$ cat config.mk
export PLATFORM = sky130hd
export DESIGN_NAME = reg_select_decoder
export DESIGN_NICKNAME = d
export VERILOG_FILES = /design/src/rtl/datapath_pkg.sv /design/src/rtl/reg_select_decoder_onehot_decode.sv /design/src/rtl/reg_select_decoder.sv
export SDC_FILE = /design/constraint.sdc
export NUM_CORES = 1
export LEC_CHECK = 0
export CAP_MARGIN = 20
export CORE_UTILIZATION = 40
export DETAILED_ROUTE_END_ITERATION = 7
export GPL_TIMING_DRIVEN = 0
export PLACE_DENSITY_LB_ADDON = 0.08
export SYNTH_ARGS = -nofsm -noshare
export SYNTH_HDL_FRONTEND = slang
export SYNTH_SLANG_ARGS = --single-unit
$ cat constraint.sdc
create_clock -name clk -period 3.1 [get_ports clk]
set_clock_uncertainty 0.15 [all_clocks]
set_input_delay 0.62 -clock clk [delete_from_list [all_inputs] [get_ports clk]]
set_output_delay 0.62 -clock clk [all_outputs]
set_load 0.005 [all_outputs]
$ cat src/rtl/datapath_pkg.sv
// Shared datapath-control definitions: default IR geometry, field offsets
// for the default geometry, and the decoder FSM state type.
package datapath_pkg;

  localparam int IR_W  = 32;
  localparam int OPW   = 5;
  localparam int SELW  = 4;
  localparam int NREGS = 2 ** SELW;

  // Field LSB positions for the default geometry (opcode at the MSBs, then Ra, Rb, Rc)
  localparam int RA_LSB = IR_W - OPW - SELW;
  localparam int RB_LSB = RA_LSB - SELW;
  localparam int RC_LSB = RB_LSB - SELW;
  localparam int C_W    = IR_W - OPW - 2 * SELW;

  typedef enum logic {
    EMPTY = 1'b0,
    VALID = 1'b1
  } state_e;

endpackage

$ cat src/rtl/reg_select_decoder_onehot_decode.sv
// Combinational register-select to one-hot enable decoder.
module onehot_decode #(
  parameter int SELW = 4
) (
  input  logic [SELW-1:0]      i_sel,
  input  logic                 i_en,
  output logic [2**SELW-1:0]   o_onehot
);

  // Drive exactly one bit when enabled, all zeros otherwise
  always_comb begin
    o_onehot = '0;
    if (i_en) o_onehot[i_sel] = 1'b1;
  end

endmodule

$ cat src/rtl/reg_select_decoder.sv
// Registered register-select decoder: latches Ra/Rb/Rc/C from the IR and
// turns the chosen field into one-hot write/read enables, with R0-as-base
// zeroing, a sign-extended constant and a sticky multi-select flag.
module reg_select_decoder #(
  parameter int IR_W = datapath_pkg::IR_W,
  parameter int OPW  = datapath_pkg::OPW,
  parameter int SELW = datapath_pkg::SELW
) (
  input  logic                 clk,
  input  logic                 clr,
  input  logic [IR_W-1:0]      ir,
  input  logic                 ir_load,
  input  logic                 gra,
  input  logic                 grb,
  input  logic                 grc,
  input  logic                 rin,
  input  logic                 rout,
  input  logic                 ba_out,
  output logic [2**SELW-1:0]   r_in,
  output logic [2**SELW-1:0]   r_out,
  output logic                 r0_zero,
  output logic [IR_W-1:0]      c_sext,
  output logic                 valid,
  output logic                 conflict
);

  import datapath_pkg::*;

  localparam int NR    = 2 ** SELW;
  localparam int RA_LO = IR_W - OPW - SELW;
  localparam int RB_LO = RA_LO - SELW;
  localparam int RC_LO = RB_LO - SELW;
  localparam int CW    = IR_W - OPW - 2 * SELW;

  // Sign-extend the constant field to the full IR width
  function automatic logic [IR_W-1:0] sext_c(input logic [CW-1:0] c);
    return {{(IR_W - CW){c[CW-1]}}, c};
  endfunction

  state_e           r_state;
  logic [SELW-1:0]  r_ra;
  logic [SELW-1:0]  r_rb;
  logic [SELW-1:0]  r_rc;
  logic [IR_W-1:0]  r_csext;
  logic [NR-1:0]    r_wen;
  logic [NR-1:0]    r_ren;
  logic             r_r0z;
  logic             r_conflict;

  logic [SELW-1:0]  w_sel;
  logic             w_sel_vld;
  logic             w_multi;
  logic [NR-1:0]    w_wen;
  logic [NR-1:0]    w_ren;
  logic             w_unused_opcode;

  // The opcode bits are not decoded here
  assign w_unused_opcode = ^ir[IR_W-1 -: OPW];

  // Priority field select: Ra over Rb over Rc, nothing when none requested
  always_comb begin
    w_sel     = '0;
    w_sel_vld = 1'b0;
    if (gra) begin
      w_sel     = r_ra;
      w_sel_vld = 1'b1;
    end else if (grb) begin
      w_sel     = r_rb;
      w_sel_vld = 1'b1;
    end else if (grc) begin
      w_sel     = r_rc;
      w_sel_vld = 1'b1;
    end
  end

  assign w_multi = (gra & grb) | (gra & grc) | (grb & grc);

  onehot_decode #(.SELW(SELW)) u_dec_in (
    .i_sel    (w_sel),
    .i_en     (w_sel_vld & rin),
    .o_onehot (w_wen)
  );

  onehot_decode #(.SELW(SELW)) u_dec_out (
    .i_sel    (w_sel),
    .i_en     (w_sel_vld & (rout | ba_out)),
    .o_onehot (w_ren)
  );

  // Field latch; a same-edge select still decodes with the old fields
  always_ff @(posedge clk or posedge clr) begin
    if (clr) begin
      r_ra    <= '0;
      r_rb    <= '0;
      r_rc    <= '0;
      r_csext <= '0;
    end else if (ir_load) begin
      r_ra    <= ir[RA_LO +: SELW];
      r_rb    <= ir[RB_LO +: SELW];
      r_rc    <= ir[RC_LO +: SELW];
      r_csext <= sext_c(ir[CW-1:0]);
    end
  end

  // FSM with registered enables: nothing is driven until a load has been seen
  always_ff @(posedge clk or posedge clr) begin
    if (clr) begin
      r_state <= EMPTY;
      r_wen   <= '0;
      r_ren   <= '0;
      r_r0z   <= 1'b0;
    end else begin
      case (r_state)
        EMPTY: begin
          r_wen <= '0;
          r_ren <= '0;
          r_r0z <= 1'b0;
          if (ir_load) r_state <= VALID;
        end
        VALID: begin
          r_wen <= w_wen;
          r_ren <= w_ren;
          r_r0z <= ba_out & w_sel_vld & (w_sel == '0);
        end
        default: begin
          r_state <= EMPTY;
          r_wen   <= '0;
          r_ren   <= '0;
          r_r0z   <= 1'b0;
        end
      endcase
    end
  end

  // Sticky record of any cycle with more than one field select raised
  always_ff @(posedge clk or posedge clr) begin
    if (clr)          r_conflict <= 1'b0;
    else if (w_multi) r_conflict <= 1'b1;
  end

  assign r_in     = r_wen;
  assign r_out    = r_ren;
  assign r0_zero  = r_r0z;
  assign c_sext   = r_csext;
  assign valid    = (r_state == VALID);
  assign conflict = r_conflict;

endmodule

# == After elaboration in Yosys (flattened, before gate mapping) ==
# Index checks and enable logic that the tools add are counted.
# totals
regBits,66
input_bits,41
output_inout_bits,67
# classes
magnitude_cmp,2
muxes,15
bitwise,11
n_reduce_logical,2
# ops
operator,count
$pmux 16 s2,2
$mux 16,2
$mux 4,3
$and 1x1->1,7
$mux 1,6
$lt 4x5->1 const B,1
$demux 1 s4,1
$ge 4x1->1 const B,1
$logic_not 4->1,1
$or 1x1->1,3
$pmux 1 s2,1
$logic_and 1x1->1,1
$not 1->1,1

# == Longest topological paths before layout ==
# logic_depth
word_depth,9
mapped_depth,6

# == Modules after synthesis ==
# Synthesis repeated with hierarchy kept, for this count alone.
# unflattened
cells_unflattened,217
hier_area_um2,2611.3
# by_module_without_submodules
mod,cells_each,instances,area_each_um2,seq_area_each_um2
reg_select_decoder,171,1,2376.0,1551.5
onehot_decode,23,2,117.6,0.0

# == Least setup slack after synthesis ==
# No wires, ideal clock.
# synth_timing
kind,input to register
from,in grb
to,reg r_ren[1] (netlist: r_out[1])
path_buffers,2
path_stages,6
setup_slack_ns,1.318
required_time_ns,2.827
t_arrival_ns,1.509
setup_time_ns,0.123
path_cell_list,buf_2 -> and2_1 -> o31ai_4 -> nand2b_1 -> buf_4 -> nor2_1
# synth_between
elab_chain_len,8
# synth_lines
item,line_no,rtl
"start, declared",reg_select_decoder.sv:14,"input logic grb,"
$mux 4,reg_select_decoder.sv:67,end else if (grb) begin
$mux 4,reg_select_decoder.sv:64,if (gra) begin
$lt 4x5->1 (implied by the code) / $ge 4x1->1 (equally long branches),reg_select_decoder_onehot_decode.sv:13,if (i_en) o_onehot[i_sel] = 1'b1;
$logic_and 1x1->1 (implied by the code),reg_select_decoder_onehot_decode.sv:13,
$mux 1 (implied by the code),reg_select_decoder_onehot_decode.sv:13,
$demux 1 s4,--,
$mux 16 *,reg_select_decoder_onehot_decode.sv:13,
$pmux 16 s2 *,reg_select_decoder.sv:113,case (r_state)
"end signal, assigned",reg_select_decoder.sv:122,r_ren <= w_ren;
"end, declared",reg_select_decoder.sv:46,logic [NR-1:0] r_ren;
# Every way passes the cells marked *; elsewhere a longest branch is shown, timed or not.
# A chain may end at the register's enable or synchronous reset.

==> run_results.csv <==
group,metric,value,unit
status,status,"finished clean",
logic_synthesis,synth_fp_nets,224,
layout,drive_gt1_share,21.6,%
job,max_cap_viol_count,0,
floorplan,die_w,79.0,um
logic_synthesis,ys_types,25,
drt,dr.pass1.iters,4,
setup_path,end_kind,"primary output",
drt,wl_per_cell,13.1,um
setup_path,crit_type,"register to primary output",
layout,final_util,67.0,%
setup_path,crit_required,2.33,ns
placement,hpwl,3600,um
global_routing,grt_max_degree,34,
timing,hold_viol,0,
timing,setup_viol,0,
setup_path,reg2reg_to,"r_in[15]",
floorplan,core_area,5610,um2
worst_hold_path,hold_path_startpoint,"conflict",
clocking,clk_latency,0.33,ns
drt,drc_errors,0,
power_and_ir_drop,vdd_drop_max,0.388,mV
floorplan,rows,27,
setup_path,rrSetupSlack,1.47,ns
power_and_ir_drop,leakage,0.00165,uW
floorplan,io_pins,108,
clocking,post_cts_resize_count,0,
global_routing,grt_antenna_before_repair,0,
timing,finalCriticalPeriod,2.42,ns
worst_hold_path,min_to,"conflict",
clocking,cts_sinks,62,
clocking,clk_path_buf_depth,2,
clocking,ctsHtreeMaxLevel,3,
clocking,cts_buffers,9,
global_routing,grt_pass1_vias,1715,
layout,final_nets,338,
placement,place_congestion,0.690,
clocking,ctsHoldBuffers,0,
worst_hold_path,hold_path_class,"register to register",
placement,io_buffers,102,
power_and_ir_drop,pwr-share-comb,15.7,%
floorplan,die_area,6240,um2
setup_path,worstPathMaxFanout,16,
global_routing,grt_pass1_wl,8070,um
layout,fin_area,3760,um2
logic_synthesis,yosys_register_bits,62,
clocking,cts_root_buffer,"clkbuf_8",
power_and_ir_drop,power.internal,1660,uW
power_and_ir_drop,switching_share,20.9,%
logic_synthesis,syn_area,2370,um2
drt,viasPerCell,4.58,
layout,final_cell_mix,"102 x clkdlybuf4s50_1, 62 x dfrtp_1, 34 x nor2_1, 24 x mux2_2, 15 x buf_4",
logic_synthesis,synth_area_per_cell,13.0,um2
power_and_ir_drop,power.density,559,nW/um2
worst_hold_path,hold_depth,1,
floorplan,initial_core_util,42.3,%
global_routing,grt_overflow,0,
clocking,clk_pin_slew_worst_paths,0.06,ns
logic_synthesis,synth_area_leaders,"dfrtp_1 65%, mux2_2 11%, nor2_1 5.4%, buf_4 4.7%, nand3_1 1.9%",
layout,final_common_cell,"clkdlybuf4s50_1",
clocking,cts_tree,"done",
setup_path,critPathArrivalTime,1.65,ns
timing,fmax,413,MHz
layout,antenna_cells,0,
setup_path,regToRegStartpoint,"r_rc[3]",
drt,num_vias,1710,
logic_synthesis,synth_top_cell_area_share,65.4,%
drt,ant_nets,0,
logic_synthesis,yosysSeqAreaShare,65.4,%
power_and_ir_drop,switchingPower,439,uW
drt,drt_iter0_markers,68,
timing,slew_viol_final,0,
setup_path,rr_worst_depth,4,
power_and_ir_drop,clkPwrFrac,42.2,%
setup_path,cp-start-kind,"register",
power_and_ir_drop,seq_power_share,42.1,%
layout,area_growth,58.4,%
timing,post-route-period-util,78.1,%
logic_synthesis,synth_warnings,0,
logic_synthesis,synthCells,183,
drt,wl,4890,um
logic_synthesis,synth_area_leader_cell,"dfrtp_1",
placement,placed_cell_area,3500,um2
global_routing,grt_usage,17.4,%
timing,slew-limit-headroom,55.2,%
timing,whs,0.339,ns
clocking,post-cts-setup-buffer-count,0,
floorplan,fp.dieH,79.0,um
timing,tightest_slew,0.670,ns
timing,rsz0062_at_grt,"no",
power by group through the flow:
stage,logic (uW),clock network (uW),registers [uW]
after floorplan,141,0,900
after global placement,328,0,898
after detailed placement,335,0,900
after CTS,336,905,885
after global routing,360,952,890
final,331,887,884
per-stage QoR:
step	total power, uW	TNS (ns)	setup slack (ns)	cells
2_1_floorplan	1040	0	0.789	183
3_3_place_gp	1230	-15.24	-0.248	357
3_5_place_dp	1240	0	0.713	358
4_1_cts	2130	0	0.640	373
5_1_grt	2200	0	0.578	373
6_report	2100	0	0.678	373
kinds of logic (layout without fill, tap and decap cells):
group | after synthesis | after routing | share of synthesized area [%]
buffers and inverters | 23 | 141 | 6.17
muxes | 24 | 24 | 11.4
AOI/OAI and AO/OA | 17 | 17 | 5.85
DFF | 62 | 62 | 65.4
and+or+nand+nor | 57 | 57 | 11.2
synthesized netlist by cell type:
cell type  number
nand3b_1        3
a22o_1          3
nand2b_1        2
and3b_1         1
buf_2           3
nand2_1         4
clkbuf_1        1
a22oi_1         1
nand3_1         9
mux2_2         24
o21ai_0         3
buf_4          15
and2_1          1
o21bai_1        1
o21a_1          1
dfrtp_1        62
inv_1           4
or2_2           1
a22oi_2         2
nand3_2         1
o31ai_4         1
nand3b_2        1
a21oi_1         4
o31a_1          1
nor2_1         34
worst max-delay path, cell delays in order (launching register included):
cell             delay [ns]
dfrtp_1                0.64
buf_4                  0.19
clkdlybuf4s50_1        0.50
cell type report:
cell class	instances	area, um2
clock buffer	12	165
buffer	19	131
sequential	62	1550
fill	445	1850
clock inverter	3	90.1
timing repair buffer	103	1040
multi-input combinational	98	674
tap	72	90.1
inverter	4	15.0
sequential cells by signal (all words and copies together), names as in the netlist:
register,count
r_ra,4
c_sext,15
r_out,16
r_in,16
valid,1
r_rb,4
r0_zero,1
conflict,1
r_rc,4
routing by layer:
metal / GRT usage [%] / part of all wire (%) / vias up
met5: 0 / 0 / -
met4: 9.27 / 1.6 / 0
met3: 6.21 / 8.5 / 8
met2: 25.7 / 47 / 71
met1: 22.3 / 43 / 802
li1: - / - / 829
worst max path at each step:
stage / from / slack [ns] / end
after floorplan: clr / 0.79 / c_sext[0]
after global placement: clr / -0.25 / r_out[13]
after detailed placement: grb / 0.71 / r_out[12]
after CTS: r_rc[3] / 0.64 / c_sext[21]
after global routing: r_rc[3] / 0.58 / c_sext[31]
final: r_rc[3] / 0.68 / c_sext[23]
(Power assumes the default switching activity.)
